### src/rtl/router_cfg_seq_pkg.sv
// rtl/router_cfg_seq_pkg.sv - shared state encoding and sizing helper for router_cfg_seq
//
// Purpose : walk-FSM state encoding and the settle-counter width helper.
// Contents: state_t (IDLE, SCAN, ISSUE, SETTLE, DONE), cnt_width().
package router_cfg_seq_pkg;

  typedef enum logic [2:0] {
    ST_IDLE   = 3'd0,
    ST_SCAN   = 3'd1,
    ST_ISSUE  = 3'd2,
    ST_SETTLE = 3'd3,
    ST_DONE   = 3'd4
  } state_t;

  // Settle counter width: clog2(SETTLE_CYC+1), kept at least one bit so the
  // counter still exists when the settle gap is zero.
  function automatic int cnt_width(input int settle);
    return (settle < 1) ? 1 : $clog2(settle + 1);
  endfunction

endpackage

### src/rtl/router_cfg_seq_if.sv
// rtl/router_cfg_seq_if.sv - staged route request channel for router_cfg_seq
//
// Purpose : groups the route-write handshake between the frontpanel and the sequencer.
// Signals : req_valid_in / req_ready_out handshake, req_dest_in, req_src_in, req_actv_in.
// Modports: master (frontpanel side), slave (sequencer side).
interface router_cfg_seq_if #(
  parameter int W_SEL = 4
);

  logic             req_valid_in;
  logic             req_ready_out;
  logic [W_SEL-1:0] req_dest_in;
  logic [W_SEL-1:0] req_src_in;
  logic             req_actv_in;

  modport master (
    output req_valid_in,
    output req_dest_in,
    output req_src_in,
    output req_actv_in,
    input  req_ready_out
  );

  modport slave (
    input  req_valid_in,
    input  req_dest_in,
    input  req_src_in,
    input  req_actv_in,
    output req_ready_out
  );

endinterface

### src/rtl/router_cfg_seq_prio.sv
// rtl/router_cfg_seq_prio.sv - lowest-set-bit priority encoder used for dirty-entry selection
//
// Purpose : combinational index of the lowest set bit plus an any-set flag.
// Ports   : i_vec (N request bits), o_idx (index of lowest set bit, 0 when none),
//           o_any (at least one bit set).
module prio_enc_lsb #(
  parameter int N     = 8,
  parameter int W_IDX = (N > 1) ? $clog2(N) : 1
) (
  input  logic [N-1:0]     i_vec,
  output logic [W_IDX-1:0] o_idx,
  output logic             o_any
);

  // Scan from the top down so the lowest set bit is the last one written.
  always_comb begin
    o_idx = '0;
    for (int i = N - 1; i >= 0; i--) begin
      if (i_vec[i]) o_idx = W_IDX'(i);
    end
  end

  assign o_any = |i_vec;

endmodule

### src/rtl/router_cfg_seq.sv
// rtl/router_cfg_seq.sv - router configuration sequencer: stages routes, replays dirty entries on commit
//
// Purpose : holds a staged src/activation table per destination and, on commit, replays
//           every dirty entry to the router's single-entry update port with a settle gap.
//           Reset marks every entry dirty so the first walk resynchronises the router.
// Ports   : clk_in, rst_n_in (sync, active low); req_if (slave) staged route writes;
//           commit_in / abort_in walk control; busy_out, done_out, err_out status;
//           src_select_out, dest_select_out, output_active_out, update_out to the router.
module router_cfg_seq
  import router_cfg_seq_pkg::*;
#(
  parameter int               W_SEL      = 4,
  parameter int               N_IN       = 8,
  parameter int               N_OUT      = 8,
  parameter logic [N_OUT-1:0] ACTV_INIT  = {{(N_OUT-1){1'b0}}, 1'b1},
  parameter int               SETTLE_CYC = 2
) (
  input  logic                clk_in,
  input  logic                rst_n_in,
  router_cfg_seq_if.slave     req_if,
  input  logic                commit_in,
  input  logic                abort_in,
  output logic                busy_out,
  output logic                done_out,
  output logic                err_out,
  output logic [W_SEL-1:0]    src_select_out,
  output logic [W_SEL-1:0]    dest_select_out,
  output logic [N_OUT-1:0]    output_active_out,
  output logic                update_out
);

  localparam int               W_IDX    = (N_OUT > 1) ? $clog2(N_OUT) : 1;
  localparam int               W_CNT    = cnt_width(SETTLE_CYC);
  localparam logic [W_SEL:0]   LIM_OUT  = (W_SEL + 1)'(N_OUT);
  localparam logic [W_SEL:0]   LIM_IN   = (W_SEL + 1)'(N_IN);
  localparam logic [W_CNT-1:0] CNT_LAST = W_CNT'((SETTLE_CYC > 0) ? SETTLE_CYC - 1 : 0);

  state_t             r_state;
  logic [W_SEL-1:0]   r_src [N_OUT];
  logic [N_OUT-1:0]   r_actv;
  logic [N_OUT-1:0]   r_applied;
  logic [N_OUT-1:0]   r_dirty;
  logic [W_CNT-1:0]   r_cnt;
  logic               r_update;
  logic               r_done;
  logic               r_err;
  logic [W_SEL-1:0]   r_src_sel;
  logic [W_SEL-1:0]   r_dest_sel;

  logic [W_IDX-1:0]   w_idx;
  logic               w_any;
  logic               w_req_fire;
  logic               w_req_bad;
  logic [W_IDX-1:0]   w_wr_idx;
  logic               w_step;
  logic               w_go_issue;
  logic               w_go_done;

  prio_enc_lsb #(
    .N     (N_OUT),
    .W_IDX (W_IDX)
  ) u_prio (
    .i_vec (r_dirty),
    .o_idx (w_idx),
    .o_any (w_any)
  );

  assign w_req_fire = (r_state == ST_IDLE) && req_if.req_valid_in;
  assign w_req_bad  = ({1'b0, req_if.req_dest_in} >= LIM_OUT) ||
                      ({1'b0, req_if.req_src_in}  >= LIM_IN);
  assign w_wr_idx   = req_if.req_dest_in[W_IDX-1:0];

  // Points where the walk picks its next entry: end of SCAN, end of the settle
  // gap, or straight out of ISSUE when there is no gap. Abort wins over all.
  assign w_step     = !abort_in &&
                      ((r_state == ST_SCAN) ||
                       ((r_state == ST_ISSUE) && (SETTLE_CYC == 0)) ||
                       ((r_state == ST_SETTLE) && (r_cnt == CNT_LAST)));
  assign w_go_issue = w_step && w_any;
  assign w_go_done  = w_step && !w_any;

  always_ff @(posedge clk_in) begin
    if (!rst_n_in) begin
      r_state    <= ST_IDLE;
      r_actv     <= ACTV_INIT;
      r_applied  <= ACTV_INIT;
      r_dirty    <= '1;
      r_cnt      <= '0;
      r_update   <= 1'b0;
      r_done     <= 1'b0;
      r_err      <= 1'b0;
      r_src_sel  <= '0;
      r_dest_sel <= '0;
      for (int i = 0; i < N_OUT; i++) r_src[i] <= '0;
    end else begin
      r_update <= 1'b0;
      r_done   <= 1'b0;

      if (w_go_issue) begin
        // Outputs for the ISSUE cycle are registered on the edge that enters it,
        // and the applied mask only changes for the entry being issued.
        r_state           <= ST_ISSUE;
        r_update          <= 1'b1;
        r_dest_sel        <= W_SEL'(w_idx);
        r_src_sel         <= r_src[w_idx];
        r_applied[w_idx]  <= r_actv[w_idx];
        r_dirty[w_idx]    <= 1'b0;
      end else if (w_go_done) begin
        r_state <= ST_DONE;
        r_done  <= 1'b1;
      end else begin
        case (r_state)
          ST_IDLE: begin
            if (commit_in) begin
              r_err   <= 1'b0;
              r_state <= ST_SCAN;
            end
            // A request in the commit cycle lands before SCAN samples the dirty set.
            if (w_req_fire) begin
              if (w_req_bad) begin
                r_err <= 1'b1;
              end else begin
                r_src[w_wr_idx]   <= req_if.req_src_in;
                r_actv[w_wr_idx]  <= req_if.req_actv_in;
                r_dirty[w_wr_idx] <= 1'b1;
              end
            end
          end
          ST_SCAN: begin
            r_state <= ST_IDLE;
          end
          ST_ISSUE: begin
            if (abort_in) begin
              r_state <= ST_IDLE;
            end else begin
              r_state <= ST_SETTLE;
              r_cnt   <= '0;
            end
          end
          ST_SETTLE: begin
            if (abort_in) r_state <= ST_IDLE;
            else          r_cnt   <= r_cnt + W_CNT'(1);
          end
          ST_DONE: begin
            r_state <= ST_IDLE;
          end
          default: begin
            r_state <= ST_IDLE;
          end
        endcase
      end
    end
  end

  assign req_if.req_ready_out = (r_state == ST_IDLE);
  assign busy_out             = (r_state != ST_IDLE);
  assign done_out             = r_done;
  assign err_out              = r_err;
  assign src_select_out       = r_src_sel;
  assign dest_select_out      = r_dest_sel;
  assign output_active_out    = r_applied;
  assign update_out           = r_update;

endmodule

### src/flat_wrapper.sv
// flat-port wrapper written by rule: the top's interface ports become plain ports
module router_cfg_seq_flat import router_cfg_seq_pkg::*;
#(
  parameter int               W_SEL      = 4,
  parameter int               N_IN       = 8,
  parameter int               N_OUT      = 8,
  parameter logic [N_OUT-1:0] ACTV_INIT  = {{(N_OUT-1){1'b0}}, 1'b1},
  parameter int               SETTLE_CYC = 2
)
  (clk_in, rst_n_in, commit_in, abort_in, busy_out, done_out, err_out, src_select_out, dest_select_out, output_active_out, update_out, req_if_req_valid_in, req_if_req_dest_in, req_if_req_src_in, req_if_req_actv_in, req_if_req_ready_out);
  router_cfg_seq_if #(.W_SEL(W_SEL)) req_if_i ();
  input  logic clk_in;
  input  logic rst_n_in;
  input  logic commit_in;
  input  logic abort_in;
  output logic busy_out;
  output logic done_out;
  output logic err_out;
  output logic [W_SEL-1:0] src_select_out;
  output logic [W_SEL-1:0] dest_select_out;
  output logic [N_OUT-1:0] output_active_out;
  output logic update_out;
  input wire logic [$bits(req_if_i.req_valid_in)-1:0] req_if_req_valid_in;
  input wire logic [$bits(req_if_i.req_dest_in)-1:0] req_if_req_dest_in;
  input wire logic [$bits(req_if_i.req_src_in)-1:0] req_if_req_src_in;
  input wire logic [$bits(req_if_i.req_actv_in)-1:0] req_if_req_actv_in;
  output wire logic [$bits(req_if_i.req_ready_out)-1:0] req_if_req_ready_out;
  assign req_if_i.req_valid_in = req_if_req_valid_in;
  assign req_if_i.req_dest_in = req_if_req_dest_in;
  assign req_if_i.req_src_in = req_if_req_src_in;
  assign req_if_i.req_actv_in = req_if_req_actv_in;
  assign req_if_req_ready_out = req_if_i.req_ready_out;
  router_cfg_seq #(.W_SEL(W_SEL), .N_IN(N_IN), .N_OUT(N_OUT), .ACTV_INIT(ACTV_INIT), .SETTLE_CYC(SETTLE_CYC)) u_core (.clk_in(clk_in), .rst_n_in(rst_n_in), .req_if(req_if_i), .commit_in(commit_in), .abort_in(abort_in), .busy_out(busy_out), .done_out(done_out), .err_out(err_out), .src_select_out(src_select_out), .dest_select_out(dest_select_out), .output_active_out(output_active_out), .update_out(update_out));
endmodule
### config.mk
export PLATFORM = sky130hd
export DESIGN_NAME = router_cfg_seq_flat
export DESIGN_NICKNAME = d
export VERILOG_FILES = /design/src/rtl/router_cfg_seq_pkg.sv /design/src/rtl/router_cfg_seq_if.sv /design/src/rtl/router_cfg_seq_prio.sv /design/src/rtl/router_cfg_seq.sv /design/src/flat_wrapper.sv
export SDC_FILE = /design/constraint.sdc
export NUM_CORES = 1
export LEC_CHECK = 0
export BUFFER_PORTS_ARGS = -buffer_cell sky130_fd_sc_hd__buf_2
export CAP_MARGIN = 10
export CORE_ASPECT_RATIO = 1.25
export CORE_UTILIZATION = 58
export DETAILED_ROUTE_END_ITERATION = 16
export PLACE_DENSITY = 0.91
export SYNTH_ARGS = -nofsm -noshare
export SYNTH_HDL_FRONTEND = slang
export SYNTH_SLANG_ARGS = --single-unit
### constraint.sdc
create_clock -name clk_in -period 2.7 [get_ports clk_in]
set_input_delay 0.135 -clock clk_in [delete_from_list [all_inputs] [get_ports clk_in]]
set_output_delay 0.135 -clock clk_in [all_outputs]
set_load 0.01 [all_outputs]
==> metrics.md <==
| Metric | Value |
|---|---|
| Setup Fix Bufs, Post-CTS | `0` |
| Final Max Slew Viols | `0` |
| Die Wd | `68.9 microns` |
| Clock latency on the worst-skew pair | `0.34 ns` |
| Outcome | `complete, no violations` |
| Final period util | `0.801` |
| Synth top area cells | `edfxtp_1 (30%), dfxtp_1 (24%), mux2i_1 (7.4%)` |
| Int Pwr | `1.64 mW` |
| Tot GR Track Use | `0.258` |
| Vias in the first global route | `2360` |
| Syn_area_per_cell | `around 11 sq um` |
| DR pass1 iterations | `4` |
| WP data required | `2.74 ns` |
| Yosys warns | `0` |
| Post-DR wirelength/cell | `about 17 microns` |
| Largest net degree at the start of global routing | `27` |
| WL final | `between 6000 and 7000 microns` |
| Drt drc | `0` |
| Pwr/cell area | `589 nW/um^2` |
| DP HPWL | `just under 5000 microns` |
| Total number of vias | `2448` |
| Crit. End Element | `register` |
| DRT iter0 DRCs | `240` |
| Switching part of the total | `0.238` |
| Async set-reset flop share out of synthesis | `0` |
| Area grow syn2layout | `12.5%` |
| Crit path DAT | `2.20 ns` |
| Final ANT Viol Nets | `0` |
| Primary FF master, synth | `dfxtp_1` |
| Power share of the clock group | `0.373` |
| Global-route wire length before repair | `10800 microns` |
| Crit-path cells | `inv_1 -> ha_1 -> nand2b_1 -> nand3_1 -> nand3_2 -> nor3_2 -> nand2b_1` |
| Worst hold path type | `input port to register` |
| Remaining global-route overflow | `0` |
| Dominant cell by count in the synthesized netlist | `dfxtp_1` |
| Crit Path Max Fanout | `7` |
| Most frequent CP cell | `nand2b_1` |
| Antenna cells | `0` |
| Hold buffers post-CTS | `0` |
| Crit path buffers/inverters | `1` |
| Final Hold Fails | `0` |
| LEAKAGE | `between 1 and 1.5 nW` |
| CTS max path bufs | `2` |
| CP max stage delay | `approximately 0.37 ns` |
| Die ar. | `5900 sq um` |
| Min Tclk post-route | `2.16 ns` |
| Initial antenna violation count | `0` |
| CTS tree | `yes` |
| Chip height | `85.6 microns` |
| Slowest stage cell on the critical path | `dfxtp_1` |
| Crit start category | `register` |
| CTS resizes | `0` |
| Clock sink total | `71` |
| CP top delay family | `simple AND/OR/NAND/NOR gates` |
| Clock Pin Slew Worst Setup and Hold Paths | `0.07 ns` |
| Number of synthesized flops with an enable pin | `32` |
| Area of the core | `~5400 sq um` |
| Mapped Cells | `302` |
| Total stage count of the critical path | `7` |
| Max transition margin | `0.548` |
| Post-synthesis sequential area ratio | `0.537` |
| CTS Buf Count | `9` |
| Fraction of layout cells with a size suffix above 1 | `0.203` |
| Vias per cell | `5.91` |
| Sequential Power Share | `0.545` |
| CTS root buf | `clkbuf_8` |
| MaxCap Viol Count | `0` |
| Filler cell count | `roughly 400` |
| IO buf count | `33` |
| Starting density of the core | `0.600` |
| RSZ-0062 raised after global routing | `no` |
| Routability congestion estimate from global placement | `0.920` |
| Layout net count | `360` |
| R2R depth | `7` |
| Logic pwr share | `0.082` |
| CTS H-tree lvls | `3` |
| Max Fclk | `around 460 MHz` |
| Worst hold stages | `3` |
| I/O pin cnt | `35` |
| Post-Syn Area | `3240 sq um` |
| Synth cell types | `50` |
| Setup TNS | `0 ns` |
| Commonest cells post-synth | `dfxtp_1 (39), edfxtp_1 (32), and2_1 (26)` |
| #FFs+latches synth | `71` |
| Worst Clk Skew | `0.00585 ns` |
| Synth area leader | `edfxtp_1` |
| Yosys top cell area share | `0.296` |
| Row count | `30` |
| Sw power | `0.511 mW` |
| Final Setup Violations | `0` |
| Critical path class | `register to register` |
| Max VDD drop | `0.377 mV` |
| Worst-Margin Slew | `0.672 ns` |
| Hold WS | `approximately 0.084 ns` |
logic make-up (layout without fill, tap and decap cells):
family | after synthesis | in the layout | share of synthesized area
simple gates | 111 | 111 | 0.202
buf+inv | 18 | 58 | 0.0305
fa+ha+maj | 1 | 1 | 0.00386
flops | 71 | 71 | 0.537
compound gates | 76 | 76 | 0.152
other cells | 1 | 9 | 0.00116
mux | 24 | 24 | 0.0740
final timing paths:
check / slack [ns] / start / end
max: 0.54 / u_core.r_cnt[1]$_SDFFE_PN0P_ / u_core.r_src[0][2]$_SDFFCE_PN0P_
min: 0.08 / req_if_req_valid_in / u_core.err_out$_SDFFE_PN0P_
max reg2reg: 0.54 / u_core.r_cnt[1]$_SDFFE_PN0P_ / u_core.r_src[0][2]$_SDFFCE_PN0P_
min reg2reg: 0.45 / u_core.err_out$_SDFFE_PN0P_ / u_core.err_out$_SDFFE_PN0P_
worst register-to-register path: cells and delay by family (launching register included):
| kind | cells | cell delay (ns) |
|---|---|---|
| buffers and inverters | 1 | 0.05 |
| AND/OR/NAND/NOR | 5 | 1.19 |
| adder cells (fa/ha/maj) | 1 | 0.24 |
| flip-flops | 1 | 0.37 |
through the flow:
| stage | setup WS (ns) | std cells | cell area, sq um | power [mW] | utilization |
|---|---|---|---|---|---|
| global route | 0.348 | 414 | 3650 | 2.23 | 0.675 |
| global placement | 0.738 | 398 | 3470 | 1.36 | 0.642 |
| floorplan | 0.816 | 310 | 3270 | 1.32 | - |
| detailed placement | 0.571 | 398 | 3470 | 1.37 | 0.642 |
| CTS | 0.556 | 414 | 3650 | 2.15 | 0.675 |
| finish | 0.537 | 414 | 3650 | 2.15 | 0.675 |
area by class of cell:
| class | count | area (sq um) | area share |
|---|---|---|---|
| sequential | 71 | 1740 | 0.477 |
| multi-input combinational | 221 | 1430 | 0.393 |
| timing repair buffer | 37 | 195 | 0.0535 |
| clock buffer | 11 | 131 | 0.0360 |
| tap | 64 | 80.1 | 0.0219 |
| clock inverter | 5 | 48.8 | 0.0134 |
| inverter | 5 | 18.8 | 0.00514 |
layout by cell type, fill, tap and decap left out, types with 10 or more instances in the layout:
cell type,synthesis,layout
mux2i_1,24,24
nand2_1,17,17
o21ai_1,19,19
edfxtp_1,32,32
dfxtp_1,39,39
buf_2,3,33
a21oi_1,22,22
nor2_1,23,23
and2_1,26,26
nor3_1,10,10
power groups by stage:
stage	registers, mW	clock network (mW)	logic [mW]
5_1_grt	1.18	0.857	0.194
6_report	1.17	0.801	0.177
4_1_cts	1.17	0.801	0.176
2_1_floorplan	1.20	0	0.121
3_3_place_gp	1.19	0	0.170
3_5_place_dp	1.20	0	0.175
sequential cells by signal (all words and copies together), names as in the netlist:
name and count:
u_core.output_active_out 8, u_core.src_select_out 4, u_core.r_state 3, u_core.r_dirty 8, u_core.r_cnt 2, u_core.done_out 1, u_core.update_out 1, u_core.r_src 32
u_core.dest_select_out 3, u_core.err_out 1, u_core.r_actv 8
per-layer routing:
layer / GRT usage / wire, microns
met3: 0.0824 / 470
met4: 0.161 / 283
met1: 0.280 / 2580
met5: 0 / 0
met2: 0.421 / 3590
Power figures use the tool's default switching activity.
